File: config.mk
export PLATFORM = sky130hd
export DESIGN_NAME = muldiv_seq_flat
export DESIGN_NICKNAME = d
export VERILOG_FILES = /design/src/rtl/muldiv_seq_if.sv /design/src/rtl/muldiv_seq.sv /design/src/flat_wrapper.sv
export SDC_FILE = /design/constraint.sdc
export NUM_CORES = 1
export LEC_CHECK = 0
export BUFFER_PORTS_ARGS = -buffer_cell sky130_fd_sc_hd__buf_2
export CAP_MARGIN = 20
export CORE_ASPECT_RATIO = 0.5
export CORE_MARGIN = 10
export CORE_UTILIZATION = 30
export CTS_CLUSTER_DIAMETER = 120
export DETAILED_ROUTE_END_ITERATION = 16
export GPL_ROUTABILITY_DRIVEN = 0
export GPL_TIMING_DRIVEN = 0
export RECOVER_POWER = 50
export SKIP_LAST_GASP = 1
export SLEW_MARGIN = 20
export SYNTH_ARGS = -nofsm -noshare
export SYNTH_HDL_FRONTEND = slang
export SYNTH_SLANG_ARGS = --single-unit
File: constraint.sdc
create_clock -name clk -period 5.8 [get_ports clk]
set_input_delay 0.87 -clock clk [delete_from_list [all_inputs] [get_ports clk]]
set_output_delay 0.87 -clock clk [all_outputs]
set_load 0.05 [all_outputs]
File: src/rtl/muldiv_seq_if.sv
// Execute-stage handshake between the pipeline control and muldiv_seq.
// The pipeline side is master; the sequencer is slave.
interface muldiv_seq_if #(
    parameter int XLEN = 32
);
    logic            start;
    logic            flush;
    logic [2:0]      funct3;
    logic [XLEN-1:0] a;
    logic [XLEN-1:0] b;
    logic            stall;
    logic            busy;
    logic            done;
    logic [XLEN-1:0] result;

    modport master (
        output start, flush, funct3, a, b,
        input  stall, busy, done, result
    );

    modport slave (
        input  start, flush, funct3, a, b,
        output stall, busy, done, result
    );
endinterface

File: src/rtl/muldiv_seq.sv
// RV32M iterative multiply/divide sequencer.
// Shift-add multiply or restoring divide on a shared 2*XLEN accumulator.
module muldiv_seq #(
    parameter int XLEN = 32
) (
    input logic         clk,
    input logic         rst,
    muldiv_seq_if.slave bus
);
    localparam int CW = $clog2(XLEN) + 1;

    typedef enum logic [1:0] {
        S_IDLE,
        S_CALC,
        S_FIX,
        S_DONE
    } state_t;

    state_t            r_state;
    state_t            w_next;
    logic [CW-1:0]     r_cnt;
    logic [2*XLEN-1:0] r_acc;
    logic [XLEN-1:0]   r_opb;
    logic [XLEN-1:0]   r_result;
    logic [2:0]        r_op;
    logic              r_neg_a;
    logic              r_neg_b;

    logic              w_accept;
    logic              w_a_sgn;
    logic              w_b_sgn;
    logic              w_a_neg;
    logic              w_b_neg;
    logic [XLEN-1:0]   w_abs_a;
    logic [XLEN-1:0]   w_abs_b;
    logic [XLEN-1:0]   w_min;
    logic              w_div0;
    logic              w_ovf;
    logic              w_special;
    logic [XLEN-1:0]   w_spec_res;
    logic [XLEN:0]     w_msum;
    logic [2*XLEN-1:0] w_mul_nxt;
    logic [XLEN:0]     w_rsh;
    logic [XLEN:0]     w_diff;
    logic [2*XLEN-1:0] w_div_nxt;
    logic [2*XLEN-1:0] w_prod;
    logic [XLEN-1:0]   w_quo;
    logic [XLEN-1:0]   w_rem;
    logic [XLEN-1:0]   w_fix_res;

    assign w_accept = (r_state == S_IDLE) & bus.start & ~bus.flush;

    assign w_a_sgn = (bus.funct3 == 3'b001) | (bus.funct3 == 3'b010)
                   | (bus.funct3 == 3'b100) | (bus.funct3 == 3'b110);
    assign w_b_sgn = (bus.funct3 == 3'b001) | (bus.funct3 == 3'b100)
                   | (bus.funct3 == 3'b110);
    assign w_a_neg = w_a_sgn & bus.a[XLEN-1];
    assign w_b_neg = w_b_sgn & bus.b[XLEN-1];
    assign w_abs_a = w_a_neg ? -bus.a : bus.a;
    assign w_abs_b = w_b_neg ? -bus.b : bus.b;

    // Divide-by-zero and signed overflow bypass the iteration entirely
    assign w_min     = {1'b1, {(XLEN-1){1'b0}}};
    assign w_div0    = bus.funct3[2] & (bus.b == '0);
    assign w_ovf     = bus.funct3[2] & ~bus.funct3[0]
                     & (bus.a == w_min) & (bus.b == '1);
    assign w_special = w_div0 | w_ovf;

    always_comb begin
        w_spec_res = '0;
        unique case (1'b1)
            w_div0:  w_spec_res = bus.funct3[1] ? bus.a : '1;
            default: w_spec_res = bus.funct3[1] ? '0 : bus.a;
        endcase
    end

    assign w_msum    = {1'b0, r_acc[2*XLEN-1:XLEN]}
                     + {1'b0, (r_acc[0] ? r_opb : '0)};
    assign w_mul_nxt = {w_msum, r_acc[XLEN-1:1]};

    // Remainder in the high half, quotient shifts into the low half
    assign w_rsh     = {r_acc[2*XLEN-1:XLEN], r_acc[XLEN-1]};
    assign w_diff    = w_rsh - {1'b0, r_opb};
    assign w_div_nxt = {(w_diff[XLEN] ? w_rsh[XLEN-1:0] : w_diff[XLEN-1:0]),
                        r_acc[XLEN-2:0], ~w_diff[XLEN]};

    assign w_prod = (r_neg_a ^ r_neg_b) ? -r_acc : r_acc;
    assign w_quo  = (r_neg_a ^ r_neg_b) ? -r_acc[XLEN-1:0]
                                        : r_acc[XLEN-1:0];
    assign w_rem  = r_neg_a ? -r_acc[2*XLEN-1:XLEN]
                            : r_acc[2*XLEN-1:XLEN];

    always_comb begin
        w_fix_res = '0;
        unique case (1'b1)
            r_op[2] & r_op[1]:    w_fix_res = w_rem;
            r_op[2] & ~r_op[1]:   w_fix_res = w_quo;
            r_op == 3'b000:       w_fix_res = w_prod[XLEN-1:0];
            default:              w_fix_res = w_prod[2*XLEN-1:XLEN];
        endcase
    end

    always_ff @(posedge clk or posedge rst) begin
        if (rst) begin
            r_state <= S_IDLE;
        end else begin
            r_state <= w_next;
        end
    end

    always_comb begin
        w_next = r_state;
        unique case (r_state)
            S_IDLE: if (w_accept) w_next = w_special ? S_DONE : S_CALC;
            S_CALC: if (r_cnt == CW'(XLEN-1)) w_next = S_FIX;
            S_FIX:  w_next = S_DONE;
            S_DONE: w_next = S_IDLE;
            default: w_next = S_IDLE;
        endcase
        if (bus.flush) w_next = S_IDLE;
    end

    always_ff @(posedge clk or posedge rst) begin
        if (rst) begin
            r_cnt    <= '0;
            r_acc    <= '0;
            r_opb    <= '0;
            r_op     <= '0;
            r_neg_a  <= 1'b0;
            r_neg_b  <= 1'b0;
            r_result <= '0;
        end else if (w_accept) begin
            r_cnt   <= '0;
            r_op    <= bus.funct3;
            r_neg_a <= w_a_neg;
            r_neg_b <= w_b_neg;
            r_acc   <= {{XLEN{1'b0}}, w_abs_a};
            r_opb   <= w_abs_b;
            if (w_special) r_result <= w_spec_res;
        end else if (r_state == S_CALC && !bus.flush) begin
            r_acc <= r_op[2] ? w_div_nxt : w_mul_nxt;
            r_cnt <= r_cnt + 1'b1;
        end else if (r_state == S_FIX && !bus.flush) begin
            r_result <= w_fix_res;
        end
    end

    assign bus.stall  = ~rst & (w_accept | (r_state == S_CALC)
                              | (r_state == S_FIX));
    assign bus.busy   = (r_state != S_IDLE);
    assign bus.done   = (r_state == S_DONE);
    assign bus.result = r_result;
endmodule

File: src/flat_wrapper.sv
// flat-port wrapper written by rule: the top's interface ports become plain ports
module muldiv_seq_flat 
#(
    parameter int XLEN = 32
)
  (clk, rst, bus_start, bus_flush, bus_funct3, bus_a, bus_b, bus_stall, bus_busy, bus_done, bus_result);
  muldiv_seq_if #(.XLEN(XLEN)) bus_i ();
  input logic clk;
  input logic rst;
  input wire logic [$bits(bus_i.start)-1:0] bus_start;
  input wire logic [$bits(bus_i.flush)-1:0] bus_flush;
  input wire logic [$bits(bus_i.funct3)-1:0] bus_funct3;
  input wire logic [$bits(bus_i.a)-1:0] bus_a;
  input wire logic [$bits(bus_i.b)-1:0] bus_b;
  output wire logic [$bits(bus_i.stall)-1:0] bus_stall;
  output wire logic [$bits(bus_i.busy)-1:0] bus_busy;
  output wire logic [$bits(bus_i.done)-1:0] bus_done;
  output wire logic [$bits(bus_i.result)-1:0] bus_result;
  assign bus_i.start = bus_start;
  assign bus_i.flush = bus_flush;
  assign bus_i.funct3 = bus_funct3;
  assign bus_i.a = bus_a;
  assign bus_i.b = bus_b;
  assign bus_stall = bus_i.stall;
  assign bus_busy = bus_i.busy;
  assign bus_done = bus_i.done;
  assign bus_result = bus_i.result;
  muldiv_seq #(.XLEN(XLEN)) u_core (.clk(clk), .rst(rst), .bus(bus_i));
endmodule
Yosys cells after proc, flatten, opt, wreduce, memory -nomap -nowiden. Cells that the tools add are included.

Add/subtract/negate cells: 8. Eq/ne operators: 14. Multiplexer cells: 25. Bitwise gates (word level): 25. Reduce and logical (&&, ||, !) cells: 11.

Operators by type and width (count): 32-bit 2-to-1 mux (13); 64-bit 2-to-1 mux (4); 32-bit negation (4); 32-bit case mux with 3 select lines (1); 32-bit == test, second input constant (2); 64-bit negation (1); 32-bit by 32-bit adder with 33-bit output (1); 33-bit by 32-bit subtractor with 33-bit output (1); 32-bit zero test (1); 6-bit 2-to-1 mux (2); 1-bit bitwise AND (11); 2-bit 2-to-1 mux (4); 1-bit OR (8); 2-bit case mux with 4 select lines (1); 6-bit by 1-bit adder with 6-bit output, second input constant (1); 3-bit == test, second input constant (2); 6-bit by 5-bit == test with 1-bit output, second input constant (1); 3-bit by 2-bit != test with 1-bit output, second input constant (2); 2-bit nonzero test (3); 1-bit NOT (5); 2-bit == test, second input constant (2); 3-bit by 1-bit == test with 1-bit output, second input constant (1); 3-bit by 2-bit == test with 1-bit output, second input constant (1); 3-bit zero test (1); 9 further kinds (10).

Register bits: 141. Input port bits: 71. Output and inout bits: 35.

Longest topological paths before layout.
Word-level depth: 9. Depth in mapped cells: 14. Gate-level depth less buffers: 13.

Least setup slack after synthesis. OpenSTA, ideal clock, no wires.

Path kind: input -> output. Start: input bus_start. End: output bus_stall. Arrival time: 2.493 ns. Setup slack: 2.437 ns. Cell stages on the path: 6. Cell sequence: nand2_1 nor2_1 clkbuf_1 clkbuf_1 nor3_1 nor2_1.

Longest elaborated chain between the ends: 5.

Ends and longest elaborated chain: from (decl) (line flat_wrapper.sv:10) `input wire logic [$bits(bus_i.start)-1:0] bus_start;`; 1-bit bitwise AND (2 in a row) (line muldiv_seq.sv:51) `assign w_accept = (r_state == S_IDLE) & bus.start & ~bus.flush;`; 1-bit OR (line muldiv_seq.sv:148) `assign bus.stall = ~rst & (w_accept | (r_state == S_CALC)`; 1-bit OR (line muldiv_seq.sv:149) `| (r_state == S_FIX));`; 1-bit bitwise AND (line muldiv_seq.sv:148); to (decl) (line flat_wrapper.sv:15) `output wire logic [$bits(bus_i.stall)-1:0] bus_stall;`.

Every way passes these cells.

Worst setup path in the final report.
Start: register u_core.r_state[0]. End: output bus_stall.

Longest elaborated chain between the ends: 6. Elaborated cells on any way between the ends: 8. Those cells by class: eq/ne (2); bitwise (5); reduce/logical (1).

Ends and longest elaborated chain: from (decl) (line muldiv_seq.sv:19) `state_t r_state;`; from (signal assigned) (line muldiv_seq.sv:107) `r_state <= w_next;`; 2-bit zero test (line muldiv_seq.sv:51); 1-bit bitwise AND (2 in a row) (line muldiv_seq.sv:51); 1-bit OR (line muldiv_seq.sv:148); 1-bit OR * (line muldiv_seq.sv:149); 1-bit bitwise AND * (line muldiv_seq.sv:148).

Every way passes the cells marked *; elsewhere a longest branch is shown, timed or not.

==> impl_metrics.env <==
export IMPL_outcome="complete, but fails checks"
export IMPL_use_met2_pct=30.6
export IMPL_synth_seq_cells=141
export IMPL_p_seq_share_pct=16.9
export IMPL_switching_share_pct=57.6
export IMPL_synth_top_area_share_pct=23.7
export IMPL_period_share_pct=77.1
export IMPL_synth_compound_area_share_pct=26.6
export IMPL_antenna_found_initial=2
export IMPL_arrival_ns=3.60
export IMPL_async_flop_share_pct=100
export IMPL_internal_power_mw=4.80
export IMPL_dp_hpwl_um=48500
export IMPL_failed_checks="capacitance limit, slew limit"
export IMPL_pwr_share_comb_pct=73.2
export IMPL_grt_overflow=0
export IMPL_relSlewSlack_pct=-129
export IMPL_cts_sinks=141
export IMPL_synth_edf_count=0
export IMPL_cts_tree="done"
export IMPL_muxShareOfSynthArea_pct=3.94
export IMPL_critPathRequiredTime_ns=4.93
export IMPL_die_area_sq_um=59400
export IMPL_total_power_mw=11.3
export IMPL_avgSynthCellArea_sq_um=7.56
export IMPL_rrSetupSlack_ns=1.33
export IMPL_synth_top_family_by_area="compound AO/OA/AOI/OAI gates"
export IMPL_hold_end="u_core.r_opb[18]$_DFFE_PP0P_"
export IMPL_maxSlewViolCount=144
export IMPL_busiest_layer="met2"
export IMPL_wirelength_um=62300
export IMPL_grt_pass1_vias=15347
export IMPL_synth_simple_gate_area_share_pct=20.5
export IMPL_grt_pass1_wl_um=94100
export IMPL_mostFrequentLayoutCells="nand2_1 (206), nor2_1 (179), o21ai_0 (166), dfrtp_1 (141), a21oi_1 (140)"
export IMPL_vias=16195
export IMPL_ys_types=83
export IMPL_start_util_pct=30.5
export IMPL_syn_num_nets=2116
export IMPL_period_needed_ns=4.47
export IMPL_grt_total_usage_pct=20.3
export IMPL_syn_area_sq_um=14900
export IMPL_rsz0062_at_grt="false"
export IMPL_htree_num_levels=4
export IMPL_synth_top_cells_by_area="dfrtp_1 (24%), ha_1 (6.3%), xnor2_1 (5.9%), xor2_1 (5.6%), o21ai_0 (5.6%)"
export IMPL_yosys_area_top_type="dfrtp_1"
export IMPL_clk_pin_slew_worst_paths_ns=0.07
export IMPL_fmax_ghz=0.224
export IMPL_critPathLaunch="u_core.r_state[0]$_DFFE_PP0P_"
export IMPL_synth_xor_area_share_pct=11.5
export IMPL_r2r_end="u_core.r_acc[54]$_DFFE_PP0P_"
export IMPL_final_antenna_net_count=0
export IMPL_crit_type="flip-flop to output port"
export IMPL_port_buffers=104
export IMPL_worst_hold_startpoint="u_core.r_opb[18]$_DFFE_PP0P_"
export IMPL_p_leak_nw=6.94
export IMPL_syn_inst=1968
export IMPL_drv_cap=2
export IMPL_powerDensity_nw_per_um2=674
export IMPL_clk_latency_ns=0.47
export IMPL_syn2layout_area_growth_pct=12.7
export IMPL_io_pins=106
export IMPL_use_met3_pct=4.40
export IMPL_ys_seq_area_share_pct=23.7
export IMPL_dieHeight_um=177
export IMPL_worstSetupStartpointType="flip-flop"
export IMPL_p_clk_share_pct=9.9
export IMPL_wl_per_cell_um=22.6
export IMPL_cts_root_buffer="clkbuf_16"
export IMPL_fin_tns_setup_ns=0
export IMPL_drc_errors=0
export IMPL_yosysWarnings=0
export IMPL_ys_flop_type="dfrtp_1"
export IMPL_via_per_inst=5.88
export IMPL_whs_ns=0.485
export IMPL_rows=57
export IMPL_ctsResizeCount=0
export IMPL_min_path_cells=2
export IMPL_r2r_cells=13
export IMPL_vdd_drop_max_v=0.000374
export IMPL_coreArea_sq_um=48800
export IMPL_hold_buffers=0
export IMPL_worstPathMaxFanout=10
export IMPL_skew_ns=0.00998
export IMPL_synthAdderAreaFrac_pct=7.99
export IMPL_cts_repair_timing_setup_buffer_count=0
export IMPL_grtUsageMet1_pct=26.4
export IMPL_die_w_um=335
export IMPL_tightest_slew_ns=3.41
export IMPL_cts_max_path_buffers=2
export IMPL_worst_setup_path_end_kind="output port"
export IMPL_layout_drive_gt1_share_pct=8.03
export IMPL_cts_inserted_buffers=17
export IMPL_drtPass1Iterations=6
export IMPL_mostFrequentLayoutCell="nand2_1"
export IMPL_setup_violations=0
export IMPL_fin_nets=2240
export IMPL_timing_rr_start="u_core.r_acc[31]$_DFFE_PP0P_"
export IMPL_grt_max_degree=73
export IMPL_drt_iter0_markers=2383
export IMPL_hp_class="flip-flop to flip-flop"
export IMPL_hold_viol_final=0
export IMPL_switching_power_mw=6.51
==> flip-flops by register name (all words and copies together) (netlist names) <==
signal / flops
u_core.r_acc: 64
u_core.bus.result: 32
u_core.r_opb: 32
u_core.r_cnt: 6
u_core.r_op: 3
u_core.r_state: 2
u_core.r_neg_a: 1
u_core.r_neg_b: 1
==> layer usage <==
layer  wire length (um)  vias to the layer above
met2              26000                      915
met5                  0                        -
met3               6040                      201
met4               4190                        0
met1              26000                     7701
li1                   -                     7378
==> worst max-delay path: stages, from the launching register on <==
cell and delay, ns:
dfrtp_1 0.41, inv_1 0.14, ha_1 0.18, nand2_1 0.07
nor2_1 0.65, clkbuf_1 0.59, clkbuf_1 0.62, nor3_1 0.10
nor2_1 0.11, buf_2 0.27
==> power groups by stage <==
stage               combinational (mW)  clock (mW)  sequential (mW)
CTS                               8.01        1.13             1.89
global route                      8.91        1.17             1.96
floorplan                         5.44           0             2.07
global placement                  7.92           0             1.89
detailed placement                7.95           0             1.91
finish                            8.28        1.12             1.92
==> kinds of logic after synthesis <==
kind of cell | after synthesis
simple gates | 635
compound gates | 620
buf+inv | 220
xor+xnor | 196
flops | 141
fa+ha+maj | 98
mux | 58
==> how the worst max path moves through the flow <==
stage,end,slack [ns]
2_1_floorplan,u_core.bus.result[0]$_DFFE_PP0P_,1.15
3_3_place_gp,u_core.r_acc[58]$_DFFE_PP0P_,-1.03
3_5_place_dp,u_core.bus.result[12]$_DFFE_PP0P_,1.41
4_1_cts,bus_stall,1.45
5_1_grt,u_core.r_acc[50]$_DFFE_PP0P_,0.61
6_report,bus_stall,1.33
==> synthesized netlist by cell type (23+ instances only) <==
master	instances
nand4_1	23
nor3_1	49
a31oi_1	28
a21o_1	37
nand2_1	206
nor2_1	179
xor2_1	95
clkbuf_1	119
o211ai_1	44
a21oi_1	140
dfrtp_1	141
xnor2_1	101
ha_1	75
inv_1	77
nand2b_1	27
o21ai_0	166
mux2i_1	54
a211oi_1	25
o31ai_1	26
==> area by class of cell <==
cell class	instances	area (sq um)
Fill cell	5241	32000
Multi-Input combinational cell	1607	10500
Sequential cell	141	3530
Tap cell	649	812
Buffer	143	562
Timing Repair Buffer	105	504
Clock buffer	17	425
Inverter	77	290
Clock inverter	15	143
Antenna cell	2	5.00
==> stage by stage <==
stage,cells,area [sq um],util (%),worst slack [ns]
floorplan,1968,14900,-,1.15
global placement,2721,16200,33.2,-1.03
detailed placement,2722,16200,33.3,1.41
CTS,2754,16800,34.5,1.45
global route,2755,16800,34.4,0.605
finish,2756,16800,34.4,1.33
Power figures use the tool's default switching activity.
